### config.mk
export PLATFORM = sky130hd
export DESIGN_NAME = f1_race_ctrl
export DESIGN_NICKNAME = d
export VERILOG_FILES = /design/src/rtl/f1_race_ctrl.sv
export SDC_FILE = /design/constraint.sdc
export NUM_CORES = 1
export LEC_CHECK = 0
export BUFFER_PORTS_ARGS = -buffer_cell sky130_fd_sc_hd__buf_2
export CORE_MARGIN = 3
export CORE_UTILIZATION = 35
export CTS_BUF_LIST = sky130_fd_sc_hd__clkbuf_4
export CTS_CLUSTER_DIAMETER = 30
export DETAILED_ROUTE_END_ITERATION = 8
export PLACE_DENSITY = 0.56
export SLEW_MARGIN = 40
export SYNTH_ARGS = -nofsm -noshare
export SYNTH_HDL_FRONTEND = slang
export SYNTH_SLANG_ARGS = --single-unit
### constraint.sdc
create_clock -name clk -period 2.37 [get_ports clk]
set_input_delay 0.474 -clock clk [delete_from_list [all_inputs] [get_ports clk]]
set_output_delay 0.474 -clock clk [all_outputs]
set_load 0.005 [all_outputs]
### src/rtl/f1_race_ctrl.sv
// F1 start-lights sequencer: steps the lights FSM on, holds for a pseudo-random
// time, measures the driver's reaction and aborts cleanly on a jump start.
module f1_race_ctrl #(
  parameter int TICK_DIV   = 24,
  parameter int DELAY_UNIT = 16,
  parameter int RT_W       = 16
) (
  input  logic            clk,
  input  logic            rst,
  input  logic            start,
  input  logic            react,
  input  logic            cmd_seq,
  input  logic            cmd_delay,
  output logic            fsm_en,
  output logic            fsm_trigger,
  output logic            lights_out,
  output logic            react_valid,
  output logic [RT_W-1:0] react_time,
  output logic            jump_start,
  output logic            busy
);

  localparam int TW = $clog2(TICK_DIV);
  localparam int HW = $clog2(127 * DELAY_UNIT + 1);

  typedef enum logic [2:0] {IDLE, SEQ, HOLD, TIMING, ABORT} state_t;

  state_t          state, state_next;
  logic [6:0]      lfsr;
  logic [TW-1:0]   tick;
  logic [HW-1:0]   hold_cnt;
  logic [RT_W-1:0] rt_cnt;
  logic            tick_last;
  logic            hold_last;

  assign tick_last = (tick == TW'(TICK_DIV - 1));
  assign hold_last = (hold_cnt == HW'(1));
  assign busy      = (state != IDLE);

  always_ff @(posedge clk or posedge rst) begin
    if (rst) state <= IDLE;
    else     state <= state_next;
  end

  // A button press during SEQ or HOLD always wins, even on the final HOLD cycle.
  always_comb begin
    state_next = state;
    case (state)
      IDLE:    if (start) state_next = SEQ;
      SEQ:     if (react) state_next = ABORT;
               else if (cmd_delay) state_next = HOLD;
      HOLD:    if (react) state_next = ABORT;
               else if (hold_last) state_next = TIMING;
      TIMING:  if (react) state_next = IDLE;
      ABORT:   if (!cmd_seq) state_next = IDLE;
      default: state_next = IDLE;
    endcase
  end

  always_comb begin
    fsm_en      = 1'b0;
    fsm_trigger = 1'b0;
    lights_out  = 1'b0;
    react_valid = 1'b0;
    jump_start  = 1'b0;
    case (state)
      IDLE:    fsm_trigger = start;
      SEQ:     if (react) jump_start = 1'b1;
               else fsm_en = tick_last && !cmd_delay;
      HOLD:    if (react) jump_start = 1'b1;
               else begin
                 fsm_en     = hold_last;
                 lights_out = hold_last;
               end
      TIMING:  react_valid = react;
      ABORT:   fsm_en = cmd_seq;
      default: ;
    endcase
  end

  // The LFSR free-runs in every state so the hold time depends on when S8 is reached.
  always_ff @(posedge clk or posedge rst) begin
    if (rst) begin
      lfsr       <= 7'h01;
      tick       <= '0;
      hold_cnt   <= '0;
      rt_cnt     <= '0;
      react_time <= '0;
    end else begin
      lfsr <= {lfsr[5:0], lfsr[6] ^ lfsr[5]};
      case (state)
        IDLE: if (start) tick <= '0;
        SEQ: begin
          tick <= tick_last ? '0 : tick + 1'b1;
          if (!react && cmd_delay) hold_cnt <= HW'(lfsr) * HW'(DELAY_UNIT);
        end
        HOLD: begin
          hold_cnt <= hold_cnt - 1'b1;
          if (!react && hold_last) rt_cnt <= RT_W'(1);
        end
        TIMING: begin
          if (rt_cnt != '1) rt_cnt <= rt_cnt + 1'b1;
          if (react) react_time <= rt_cnt;
        end
        default: ;
      endcase
    end
  end

endmodule

# == Word level (Yosys, flattened, before mapping) ==
# Index checks and enable logic that the tools add are counted.
# totals
regBits,58
wordCells,65
inputBits,6
# op_classes
eq_ne,15
mux,24
bitwise_logic,1
reduce_logical,16
addsub,3
# ops
cell,n
$mux W16,2
$pmux W16 S2,1
$pmux W11 S2,1
$mux W3,7
$add A16 B1 Y16 const B,1
$ne A16 B16 Y1 const B,1
$pmux W3 S5,1
$ne A2 B2 Y1 const B,6
$eq A11 B1 Y1 const B,1
$mux W11,1
$sub A11 B1 Y11 const B,1
$mux W5,2
$pmux W5 S2,1
$mux W1,7
$eq A3 B2 Y1 const B,2
$ne A3 B3 Y1 const B,2
$reduce_and A2 Y1,3
$reduce_bool A2 Y1,3
$add A5 B1 Y5 const B,1
$eq A5 B5 Y1 const B,1
$reduce_and A5 Y1,1
$eq A3 B1 Y1 const B,1
$eq A3 B3 Y1 const B,1
$logic_and A1 B1 Y1,3
other kinds (7),8

# == Depth between registers and ports, before layout ==
# depth
depth_word,4
ltp_mapped,6

# == Worst setup path before layout ==
# Ideal clock, no wire load.
# synth_timing
path_kind,input to output
from,input react
to,output lights_out
n_path_buf,1
path_stages,4
arrival_time_ps,1433
t_required_ps,1896
slack_ps,463
path_cell_list,clkbuf_1 -> nor4b_1 -> nand2_1 -> nor4b_1
# synth_via
elab_chain_len,2
# synth_rtl
element,line,rtl
from (decl),11,"input logic react,"
$mux W1,70,HOLD: if (react) jump_start = 1'b1;
$mux W1,66,case (state)
to (decl),16,"output logic lights_out,"
# No other way between the ends.

# == Worst setup path after layout ==
# layout_timing
from,register state[2]
to,output lights_out
# layout_via
elab_chain_len,2
# layout_rtl
element,line,rtl
from (decl),28,"state_t state, state_next;"
from (signal assigned),42,else state <= state_next;
$eq A3 B2 Y1,66,
$mux W1,66,
# No other way between the ends.

==> summary.txt <==
Synth
  • Yosys warning count: 0
  • Synth top area share: 0.5013
  • Yosys reg bits: 58
  • Post-synth cell types: 50
  • Yosys top cell by area: dfrtp_1
  • Part of the Yosys area used for sequential elements: 0.5106
  • Average size of a mapped cell: ~11 um2
  • Gate Count Post-Synth: between 200 and 300
  • Synth Net Count: roughly 280
  • EDFF count, synth: 0
  • Fraction of registers with async set/reset: 1.000
  • Ys flop type: dfrtp_1
  • Synth top area cells: dfrtp_1, mux2_2, a21oi_1
  • Synthesized cell area: 0.002845 mm2

STA
  • Fin crit share: 0.9674
  • Measured slew at the worst slew-check pin: ~0.45 ns
  • Final setup viols: 0
  • Final worst slack: just under 0.08 ns
  • Final Hold Fails: 0
  • Pins Over Slew Limit: 0
  • Fmax: 436.1 MHz
  • Final min period: ~2.3 ns
  • Max_slew headroom: 0.6989
  • Skew final: ~0.018 ns

Cells and area
  • Ratio of cells with drive above 1 in the final layout: 0.2898
  • Layout net count: around 320
  • Area growth from synthesis to layout: 16.40%
  • Multi-input gate area: ~0.0013 mm2
  • Diode count: 0
  • Post-route cell area: 0.003312 mm2
  • Final core occ: 0.4242
  • Filler cell count: 778
  • Reg area: about 0.0015 mm2

Placed design
  • Placer Congestion: between 0.8 and 0.9
  • Post-DP Area: around 0.0032 mm2
  • Dpl ws: 0.2422 ns
  • PortBufs: 27
  • Post-detail-place hpwl: between 4 and 5 mm

Setup path
  • FF-to-FF path depth: 6
  • Startpoint Class: flip-flop
  • Reg2reg setup slack: 0.44 ns
  • Worst Setup SP: state[2]
  • Reg-to-Reg End: hold_cnt[6]
  • Critical path class: flip-flop to primary output
  • CP arrival: 1.82 ns
  • CP endpoint: lights_out
  • CP Max Fanout: 10
  • Critical Path RT: about 1.9 ns
  • Critical Path End Type: primary output
  • Reg2reg start: hold_cnt[0]

CTS
  • Worst-skew pair later-pin latency: roughly 0.41 ns
  • Maximum clock path buffer count: 2
  • Root Driver: clkbuf_4
  • Sink Count: 58
  • Reg clk slew, reported paths: ~0.09 ns
  • CTS tree: built
  • CTS buffer count: 9
  • Max H-tree Level: 3

Routing
  • Vias: roughly 2200
  • Wire per inst: approximately 15 um
  • Met3 wire length: about 260 um
  • Routed Antenna Nets: 0
  • Initial DRT Pass Iterations: 4
  • Met2 Wirelength: around 2.8 mm
  • DRC Markers: 0
  • Metal-1 WL: a little under 3 mm
  • Top Layer Used: met4
  • DRT Wirelength: just over 6 mm
  • DRT iter0 DRCs: 89
  • Vias per inst: around 5.4

Global routing
  • Global-route wire length before repair: 10.69 mm
  • GRT Overall Usage: 0.1506
  • Grt ovf: 0
  • Vias in the first global route: 2184
  • Largest net degree at the start of global routing: 22
  • Initial antenna violation count: 0

Power and ir drop
  • Combinational group share of total power: 0.415
  • Worst VDD drop: approximately 0.45 mV
  • Power, Total: 3.869 mW
  • Sw Pwr: ~1.6 mW
  • Reg power frac: 0.434
  • Net Sw Frac: 0.4070
  • Cell Int Power: 2.294 mW
  • Clk pwr share: 0.151
  • PwrDens: 1168 mW/mm2
  • Leakage: 1.460 nW

Outcome
  • Outcome: completed

Flow run
  • Max cap viols: 0

Floorplanning
  • Die W: around 96 um
  • Initial core utilization: 0.3644
  • Die Ht: between 90 and 100 um
  • Core Box Area: about 0.008 mm2
  • I/O pins: 28
  • Row count: 32
  • Die ar.: between 0.009 and 0.01 mm2

Hold path
  • Worst hold path class: input pin to async pin
cells in the mapped netlist (3+ instances only):
cell type and instances:
inv_1 10, mux2_2 15, nand3_1 9, nor3_1 5
or4_1 6, o31ai_1 8, nor4b_1 4, nand4_1 11
xor2_1 3, nor4_1 3, buf_2 6, mux2i_1 5
nor2_1 12, dfrtp_1 57, o21ai_0 15, nand2_1 25
a21oi_1 19, and4_1 4, or3_1 7, o211ai_1 3
ha_1 4
area by class of cell:
class / instances / share of cell area
sequential: 58 / 0.4394
multi-input combinational: 189 / 0.4065
timing repair buffer: 41 / 0.07253
tap: 102 / 0.03853
clock buffer: 11 / 0.02493
inverter: 10 / 0.01133
clock inverter: 5 / 0.006800
registers in the layout, summed over array words and instances (netlist names):
signal / cells
hold_cnt: 11
tick: 5
lfsr: 7
react_time: 16
rt_cnt: 16
state: 3
kinds of logic after synthesis:
kind of cell | after synthesis | synth area share
mux | 20 | 0.07696
flops | 58 | 0.5106
fa+ha+maj | 4 | 0.01759
compound gates | 57 | 0.1258
buf+inv | 19 | 0.02903
simple gates | 105 | 0.2309
xor+xnor | 3 | 0.009237
power by group through the flow:
| stage | Combinational [mW] | Clock [mW] | Sequential (mW) |
|---|---|---|---|
| 6_report | 1.61 | 0.583 | 1.68 |
| 5_1_grt | 1.82 | 0.661 | 1.74 |
| 4_1_cts | 1.61 | 0.620 | 1.67 |
| 3_5_place_dp | 1.59 | 0 | 1.68 |
| 3_3_place_gp | 1.57 | 0 | 1.67 |
| 2_1_floorplan | 1.12 | 0 | 1.60 |
layout by cell type, fill, tap and decap left out, types with 5 or more instances in the layout:
master and count:
or4_1 6, nand2_1 25, or3_1 7, inv_1 9, mux2i_1 5, nor3_1 5, nand4_1 11, dfrtp_1 55
o31ai_1 8, buf_2 27, o21ai_0 15, mux2_2 15, buf_4 14, a21oi_1 19, clkbuf_4 11, nor2_1 12
nand3_1 9
stage by stage:
| stage | TNS [ns] | hold WS, ns | std cells |
|---|---|---|---|
| 3_3_place_gp | 0 | 0.3687 | 398 |
| 6_report | 0 | 0.07065 | 416 |
| 5_1_grt | -0.02262 | 0.07313 | 416 |
| 4_1_cts | 0 | 0.05529 | 414 |
| 2_1_floorplan | 0 | 0.3535 | 266 |
| 3_5_place_dp | 0 | 0.3635 | 398 |
worst min-delay path by stage:
| stage | startpoint | to | slack [ns] | cells after the start |
|---|---|---|---|---|
| after floorplan | lfsr[2] | lfsr[3] | 0.35 | 0 |
| after global placement | lfsr[2] | lfsr[3] | 0.37 | 0 |
| after detailed placement | lfsr[1] | lfsr[2] | 0.36 | 0 |
| after CTS | rst | tick[3] | 0.06 | 2 |
| after global routing | rst | react_time[9] | 0.07 | 2 |
| final | rst | react_time[9] | 0.07 | 2 |
what timing repair did:
item	in CTS	in global routing
hold buffers	0	0
endpoints found under the setup margin	1	2
setup buffers	0	2
gates cloned	0	0
pin swaps	0	2
gates resized for setup	5	3
layer usage:
layer  vias to the layer above  GRT usage
met5                         -          0
met4                         0    0.06991
met3                        10    0.04378
met2                        49     0.2225
met1                      1069     0.2021
li1                       1099          -
critical path: stages (launching register included):
cell,delay [ns]
dfrtp_2,0.47
or3b_4,0.48
nor4b_2,0.30
buf_2,0.16
No activity file was read; power rests on OpenSTA's default activity.
